## src/rtl/modem_pkg.sv

```systemverilog
// rtl/modem_pkg.sv - shared symbol link constants, symbol type and tone lookup
// Purpose: single source for symbol length, tone half-periods and the
//          demodulator sample offsets, so both link ends agree.
// Contents: SYM_LEN, HALF_xx defaults, SAMPLE_OFF_0/1, sym_t, state_e,
//           half_of() symbol-to-half-period lookup.
package modem_pkg;

  localparam int SYM_LEN = 128;
  localparam int HALF_00 = 16;
  localparam int HALF_01 = 32;
  localparam int HALF_10 = 64;
  localparam int HALF_11 = 12;

  // Demodulator sample points, counted in cycles after the clk_symbol strobe.
  localparam int SAMPLE_OFF_0 = SYM_LEN / 8;
  localparam int SAMPLE_OFF_1 = 3 * SYM_LEN / 8;

  typedef logic [1:0] sym_t;

  typedef enum logic {
    ST_IDLE = 1'b0,
    ST_TONE = 1'b1
  } state_e;

  function automatic int half_of(input sym_t s, input int h00, input int h01,
                                 input int h10, input int h11);
    case (s)
      2'b00:   return h00;
      2'b01:   return h01;
      2'b10:   return h10;
      default: return h11;
    endcase
  endfunction

endpackage

```

## src/rtl/fsk_tone_gen.sv

```systemverilog
// rtl/fsk_tone_gen.sv - square-wave tone generator (phase counter + toggle flop)
// Purpose: produces a square wave of programmable half-period.
// Ports:
//   clk, rst        clock, asynchronous active-high reset
//   load_i          latch half_m1_i as the active half-period minus one
//   half_m1_i       new half-period minus one
//   restart_i       restart phase at 0 with the output high
//   run_i           keep toggling; when low the output parks at 0
//   dout_o          registered square wave
module fsk_tone_gen #(
  parameter int CW = 7
) (
  input  logic          clk,
  input  logic          rst,
  input  logic          load_i,
  input  logic [CW-1:0] half_m1_i,
  input  logic          restart_i,
  input  logic          run_i,
  output logic          dout_o
);

  logic [CW-1:0] half_m1_q, half_m1_d;
  logic [CW-1:0] phase_q, phase_d;
  logic          dout_q, dout_d;

  always_ff @(posedge clk or posedge rst) begin
    if (rst) begin
      half_m1_q <= '0;
      phase_q   <= '0;
      dout_q    <= 1'b0;
    end else begin
      half_m1_q <= half_m1_d;
      phase_q   <= phase_d;
      dout_q    <= dout_d;
    end
  end

  always_comb begin
    half_m1_d = half_m1_q;
    phase_d   = phase_q;
    dout_d    = dout_q;
    if (load_i) half_m1_d = half_m1_i;
    // restart takes priority so a new symbol always begins high at phase 0
    if (restart_i) begin
      phase_d = '0;
      dout_d  = 1'b1;
    end else if (!run_i) begin
      phase_d = '0;
      dout_d  = 1'b0;
    end else if (phase_q == half_m1_q) begin
      phase_d = '0;
      dout_d  = ~dout_q;
    end else begin
      phase_d = phase_q + CW'(1);
    end
  end

  assign dout_o = dout_q;

endmodule

```

## src/rtl/fsk_modulator.sv

```systemverilog
// rtl/fsk_modulator.sv - 4-tone square-wave FSK modulator, link transmit end
// Purpose: accepts 2-bit symbols on a valid/ready handshake and emits one
//          SYM_LEN-cycle tone per symbol with a strobe in its first cycle.
// Ports:
//   clk, reset      clock, asynchronous active-high reset
//   sym_in          symbol, sampled on accept
//   sym_valid       sym_in valid
//   sym_ready       can accept this cycle (IDLE or last cycle of a symbol)
//   dout            registered square wave
//   clk_symbol      registered strobe in cycle 0 of each symbol
//   busy            high while in TONE
module fsk_modulator #(
  parameter int SYM_LEN = modem_pkg::SYM_LEN,
  parameter int HALF_00 = modem_pkg::HALF_00,
  parameter int HALF_01 = modem_pkg::HALF_01,
  parameter int HALF_10 = modem_pkg::HALF_10,
  parameter int HALF_11 = modem_pkg::HALF_11
) (
  input  logic       clk,
  input  logic       reset,
  input  logic [1:0] sym_in,
  input  logic       sym_valid,
  output logic       sym_ready,
  output logic       dout,
  output logic       clk_symbol,
  output logic       busy
);

  import modem_pkg::*;

  localparam int CW = $clog2(SYM_LEN);

  state_e        state_q, state_d;
  logic [CW-1:0] sym_cnt_q, sym_cnt_d;
  logic          clk_symbol_q;
  logic          accept;
  logic          last_cyc;
  logic [CW-1:0] half_m1;

  assign last_cyc = (sym_cnt_q == CW'(SYM_LEN - 1));
  assign accept   = sym_valid & sym_ready;
  // HALF_xx <= SYM_LEN, so half-1 always fits in CW bits
  assign half_m1  = CW'(half_of(sym_t'(sym_in), HALF_00, HALF_01, HALF_10, HALF_11) - 1);

  // State register
  always_ff @(posedge clk or posedge reset) begin
    if (reset) begin
      state_q      <= ST_IDLE;
      sym_cnt_q    <= '0;
      clk_symbol_q <= 1'b0;
    end else begin
      state_q      <= state_d;
      sym_cnt_q    <= sym_cnt_d;
      clk_symbol_q <= accept;
    end
  end

  // Next-state logic
  always_comb begin
    state_d = state_q;
    case (state_q)
      ST_IDLE: if (accept) state_d = ST_TONE;
      ST_TONE: if (last_cyc && !accept) state_d = ST_IDLE;
      default: state_d = ST_IDLE;
    endcase
  end

  always_comb begin
    sym_cnt_d = '0;
    if (!accept && state_q == ST_TONE) sym_cnt_d = sym_cnt_q + CW'(1);
  end

  // Output logic
  always_comb begin
    sym_ready = (state_q == ST_IDLE) || last_cyc;
    busy      = (state_q == ST_TONE);
  end

  fsk_tone_gen #(
    .CW(CW)
  ) u_tone (
    .clk       (clk),
    .rst       (reset),
    .load_i    (accept),
    .half_m1_i (half_m1),
    .restart_i (accept),
    .run_i     (state_d == ST_TONE),
    .dout_o    (dout)
  );

  assign clk_symbol = clk_symbol_q;

endmodule

```

## config.mk

```make
export PLATFORM = sky130hd
export DESIGN_NAME = fsk_modulator
export DESIGN_NICKNAME = d
export VERILOG_FILES = /design/src/rtl/modem_pkg.sv /design/src/rtl/fsk_tone_gen.sv /design/src/rtl/fsk_modulator.sv
export SDC_FILE = /design/constraint.sdc
export NUM_CORES = 1
export LEC_CHECK = 0
export BUFFER_PORTS_ARGS = -buffer_cell sky130_fd_sc_hd__buf_2
export CORE_UTILIZATION = 45
export DETAILED_ROUTE_END_ITERATION = 7
export GPL_ROUTABILITY_DRIVEN = 0
export PLACE_DENSITY = 0.6
export REMOVE_ABC_BUFFERS = 1
export SETUP_SLACK_MARGIN = 0.2
export SLEW_MARGIN = 20
export SYNTH_ARGS = -nofsm -noshare
export SYNTH_HDL_FRONTEND = slang
export SYNTH_HIERARCHICAL = 1
export SYNTH_SLANG_ARGS = --single-unit
export TNS_END_PERCENT = 10
```

## constraint.sdc

```tcl
create_clock -name clk -period 4.1 [get_ports clk]
set_input_delay 0 -clock clk [delete_from_list [all_inputs] [get_ports clk]]
set_output_delay 0 -clock clk [all_outputs]
set_load 0.005 [all_outputs]
```

# Yosys cells after proc, flatten, opt, wreduce, memory -nomap -nowiden
# Cells that the tools add are included.
[op_classes]
n_eq_ne = 5
bitwise = 3
add_sub_neg = 3
mux = 11
n_reduce_logical = 5
[op_table]
columns = ["operator", "n"]
rows = [
  ["7-bit two-way mux", 4],
  ["7-bit one-hot mux with 3 select lines", 1],
  ["7-bit by 1-bit adder with 7-bit output, second input constant", 2],
  ["7-bit == test", 1],
  ["7-bit == test, second input constant", 1],
  ["7-bit by 2-bit subtractor with 7-bit output, second input constant", 1],
  ["1-bit two-way mux", 5],
  ["3-bit by 1-bit != test with 1-bit output, second input constant", 1],
  ["2-bit by 1-bit == test with 1-bit output, second input constant", 1],
  ["2-bit == test, second input constant", 1],
  ["1-bit logical AND", 2],
  ["2-bit zero test", 1],
  ["1-bit inverter", 2],
  ["1-bit one-hot mux with 2 select lines", 1],
  ["1-bit AND", 1],
  ["1-bit zero test", 1],
  ["1-bit logical OR", 1],
]
[word_totals]
register_bits = 24
word_cells = 33
in_bits = 5

# Longest topological paths before layout
[logic_depth]
ltp_word = 9
mapped_depth = 8
ltp_nobuf = 8

# Hierarchy
# Netlist, hierarchy kept.
[by_module_without_submodules]
columns = ["module", "cells_per_inst", "seq_area_each_um2", "instances", "area_per_inst_um2"]
rows = [
  ["fsk_tone_gen", 62, 375.4, 1, 755.7],
  ["fsk_modulator", 43, 225.2, 1, 427.9],
]

# Worst setup path after synthesis
# OpenSTA, ideal clock, no wires.
[synth_path]
path_kind = "reg-to-reg"
startpoint = "reg sym_cnt_q[0]"
endpoint = "reg u_tone.half_m1_q[2]"
path_buffers = 1
arrival_ns = 1.808
setup_slack_ns = 2.168
period_less_slack_ns = 1.932
required_time_ns = 3.975
stages_incl_launch_ff = 7
path_cell_list = "dfrtp_1 -> ha_1 -> nand3_2 -> o21ai_0 -> and2_1 -> clkbuf_1 -> mux2_2"
[synth_via]
elab_chain_len = 3
[synth_lines]
columns = ["element", "line_no", "rtl"]
rows = [
  ["start, declared", "fsk_modulator.sv:34", "logic [CW-1:0] sym_cnt_q, sym_cnt_d;"],
  ["start signal, assigned", "fsk_modulator.sv:53", "sym_cnt_q <= sym_cnt_d;"],
  ["7-bit == test", "fsk_modulator.sv:40", "assign last_cyc = (sym_cnt_q == CW'(SYM_LEN - 1));"],
  ["1-bit logical OR", "fsk_modulator.sv:75", "sym_ready = (state_q == ST_IDLE) || last_cyc;"],
  ["net sym_ready", "fsk_modulator.sv:23", "output logic sym_ready,"],
  ["1-bit AND", "fsk_modulator.sv:41", "assign accept = sym_valid & sym_ready;"],
  ["net accept", "fsk_modulator.sv:36", "logic accept;"],
  ["end signal, assigned", "fsk_tone_gen.sv:32", "half_m1_q <= half_m1_d;"],
  ["end, declared", "fsk_tone_gen.sv:22", "logic [CW-1:0] half_m1_q, half_m1_d;"],
]
# The timed path passes the listed nets, and every way through them passes these cells.
# A chain may end at the register's enable or synchronous reset.

# Worst setup path after layout
[layout_path]
startpoint = "reg sym_cnt_q[0]"
endpoint = "reg u_tone.half_m1_q[5]"
[layout_via]
elab_chain_len = 3
[layout_lines]
columns = ["element", "line_no"]
rows = [
  ["7-bit == test", "fsk_modulator.sv:40"],
  ["1-bit logical OR", "fsk_modulator.sv:75"],
  ["1-bit AND", "fsk_modulator.sv:41"],
  ["net accept", "fsk_modulator.sv:36"],
]
# The timed path passes the listed nets, and every way through them passes these cells.

==> results.toml <==
[outcome]
outcome = "finished clean"

[power]
swShare_pct = 21.0
internal_power_uw = 295
ir_drop_mv = 0.154
p_seq_share_pct = 63.4
finalPower_uw = 373
p_sw_uw = 78.5
power_density_nw_per_um2 = 282
combPwrFrac_pct = 2.9
leakagePower_uw = 0.000639
power_frac_clock_pct = 33.7

[sta]
drv_slew = 0
setup-violations-final = 0
period_minus_slack_ns = 1.95
timing.final.crit_share_pct = 47.5
holdWs_ns = 0.0645
rsz0062_at_grt = "no"
max_clock_freq_mhz = 513
maxSlewHeadroom_pct = 62.5
skew_ns = 0.00356
setup_tns_ns = 0
tightest_slew_ns = 0.557
hold_viol_final = 0

[job]
cap_violations = 0

[clock_network]
post_cts_resized = 0
path_clk_slew_ns = 0.13
clk_root_buffer_cell = "clkbuf_4"
cts_hold_buffers = 2
cts_buffers = 3
cts_num_sinks = 24
postCtsSetupBuffers = 0
cts_tree = "built"
cts_max_level = 1
clk_latency_ns = 0.31
ctsLongestPathBuffers = 2

[floorplanning]
die_y_um = 53.3
pin_count = 9
rows = 18
start_util_pct = 47.8
core-area_um2 = 2480
die-area_um2 = 2840
die_x_um = 53.3

[synth]
yosys-top-cells-count = "24 x dfrtp_1, 8 x inv_1, 7 x mux2_2, 7 x xor2_1"
yosys.area.top_type = "dfrtp_1"
ys_types = 28
synth_area_leaders = "dfrtp_1 51%, mux2_2 6.7%, xor2_1 5.2%"
ys_seq_area_share_pct = 50.7
syn-cell-area_um2 = 1180
ys_ff_latch = 24
synth_most_common_cell = "dfrtp_1"
ys.flop_type = "dfrtp_1"
synth.avg_cell_area_um2 = 11.3
synth_edf_count = 0
netlist_instances = 105
synth_async_sr_flop_share_pct = 100
yosysWarnings = 6
yosys.area.top_type_share_pct = 50.7

[setup_path]
start_kind = "register"
arrival_ns = 2.16
worstPathMaxFanout = 10
crit_path_end_kind = "register"
critPathKind = "register to register"
required_ns = 4.32

[min_path]
hold_class = "primary input to register"

[cells_and_area]
drive_gt1_share_pct = 25.8
syn_to_final_growth_pct = 11.6
layout.nets = 130
nFillCells = 232
diodes = 0
utilization_pct = 53.3

[drt]
routed_wl_um = 1930
drc_errors = 0
first_pass_iters = 4
vias_per_cell = 5.00
num_vias = 750
post_drt_wl_per_cell_um = 12.9
drtIter0Drc = 15
ant_nets = 0

[place]
place_hpwl_um = 1450
port_buffers = 8

[grt]
antenna_found_initial = 0
grt_pass1_wl_um = 3180
grt_pass1_vias = 710
grt_use_total_pct = 16.1
grt-ovfl-total = 0
grt_max_degree = 16
area by class of cell:
type / count / area [um^2] / share of cell area, %
Clock buffer: 4 / 36.3 / 2.75
Inverter: 8 / 30.0 / 2.27
Tap cell: 30 / 37.5 / 2.84
Sequential cell: 24 / 601 / 45.5
Timing Repair Buffer: 10 / 60.1 / 4.55
Multi-Input combinational cell: 74 / 557 / 42.1
kinds of logic after synthesis:
family | share of synthesized area (%)
buffers and inverters | 2.85
muxes | 6.66
adders and majority gates | 4.23
and+or+nand+nor | 17.4
AOI/OAI and AO/OA | 6.45
xor gates and xnor gates | 11.0
DFF | 50.7
other | 0.634
critical path: stages (launching register included):
cell and delay [ns]:
dfrtp_1 0.39, ha_1 0.20, nand3_2 0.13, o21ai_0 0.28, and2_1 0.45, mux2_2 0.38
power groups by stage:
stage / Combinational [uW] / Clock (uW) / Sequential [uW]
floorplan: 5.47 / 0 / 241
global placement: 9.69 / 0 / 241
detailed placement: 9.77 / 0 / 241
CTS: 11.3 / 131 / 237
global route: 13.1 / 140 / 237
finish: 10.9 / 126 / 237
per-layer routing:
metal / track usage, % / routed length, um / share of wire [%]
met5: 0 / 0 / 0
met4: 7.89 / 15 / 0.78
met3: 2.59 / 60 / 3.1
met2: 23.3 / 886 / 46
met1: 22.8 / 965 / 50
worst paths after layout:
path                                             start                         endpoint  slack (ns)  depth (start not counted)
worst max register to register  sym_cnt_q[0]$_DFF_PP0_  u_tone/half_m1_q[5]$_DFFE_PP0P_        2.15                          5
min in group asynchronous                        reset           sym_cnt_q[3]$_DFF_PP0_        0.20                          3
worst max-delay path            sym_cnt_q[0]$_DFF_PP0_  u_tone/half_m1_q[5]$_DFFE_PP0P_        2.15                          5
worst min-delay path                         sym_in[1]  u_tone/half_m1_q[5]$_DFFE_PP0P_        0.06                          3
worst min register to register  sym_cnt_q[0]$_DFF_PP0_           sym_cnt_q[0]$_DFF_PP0_        0.47                          1
max in group asynchronous                        reset      u_tone/phase_q[2]$_DFF_PP0_        3.45                          3
metrics by stage:
| stage | setup WS (ns) | area [um^2] | cells |
|---|---|---|---|
| 2_1_floorplan | 2.29 | 1190 | 106 |
| 3_3_place_gp | 2.22 | 1260 | 144 |
| 3_5_place_dp | 2.17 | 1260 | 144 |
| 4_1_cts | 2.14 | 1320 | 150 |
| 5_1_grt | 2.01 | 1320 | 150 |
| 6_report | 2.15 | 1320 | 150 |
placed cells by master (no fill, tap or decap), types with 2 or more instances in the layout:
master          n
or3_1           3
nor2_2          6
inv_1           8
ha_1            4
nand3_1         5
dlygate4sd3_1   2
xor2_1          7
a21oi_1         2
clkbuf_4        3
xnor2_1         6
dfrtp_1        24
mux2_2          7
conb_1          4
and2_1          2
nand4_1         2
nand2_1         4
buf_2           8
o21ai_0         5
nor2_1          6
state kept, by name, indices dropped and copies added, names as in the netlist:
signal and cells:
u_tone/phase_q 7, sym_cnt_q 7, u_tone/half_m1_q 7, u_tone/dout_o 1
clk_symbol 1, busy 1
No activity file was read; power rests on OpenSTA's default activity.
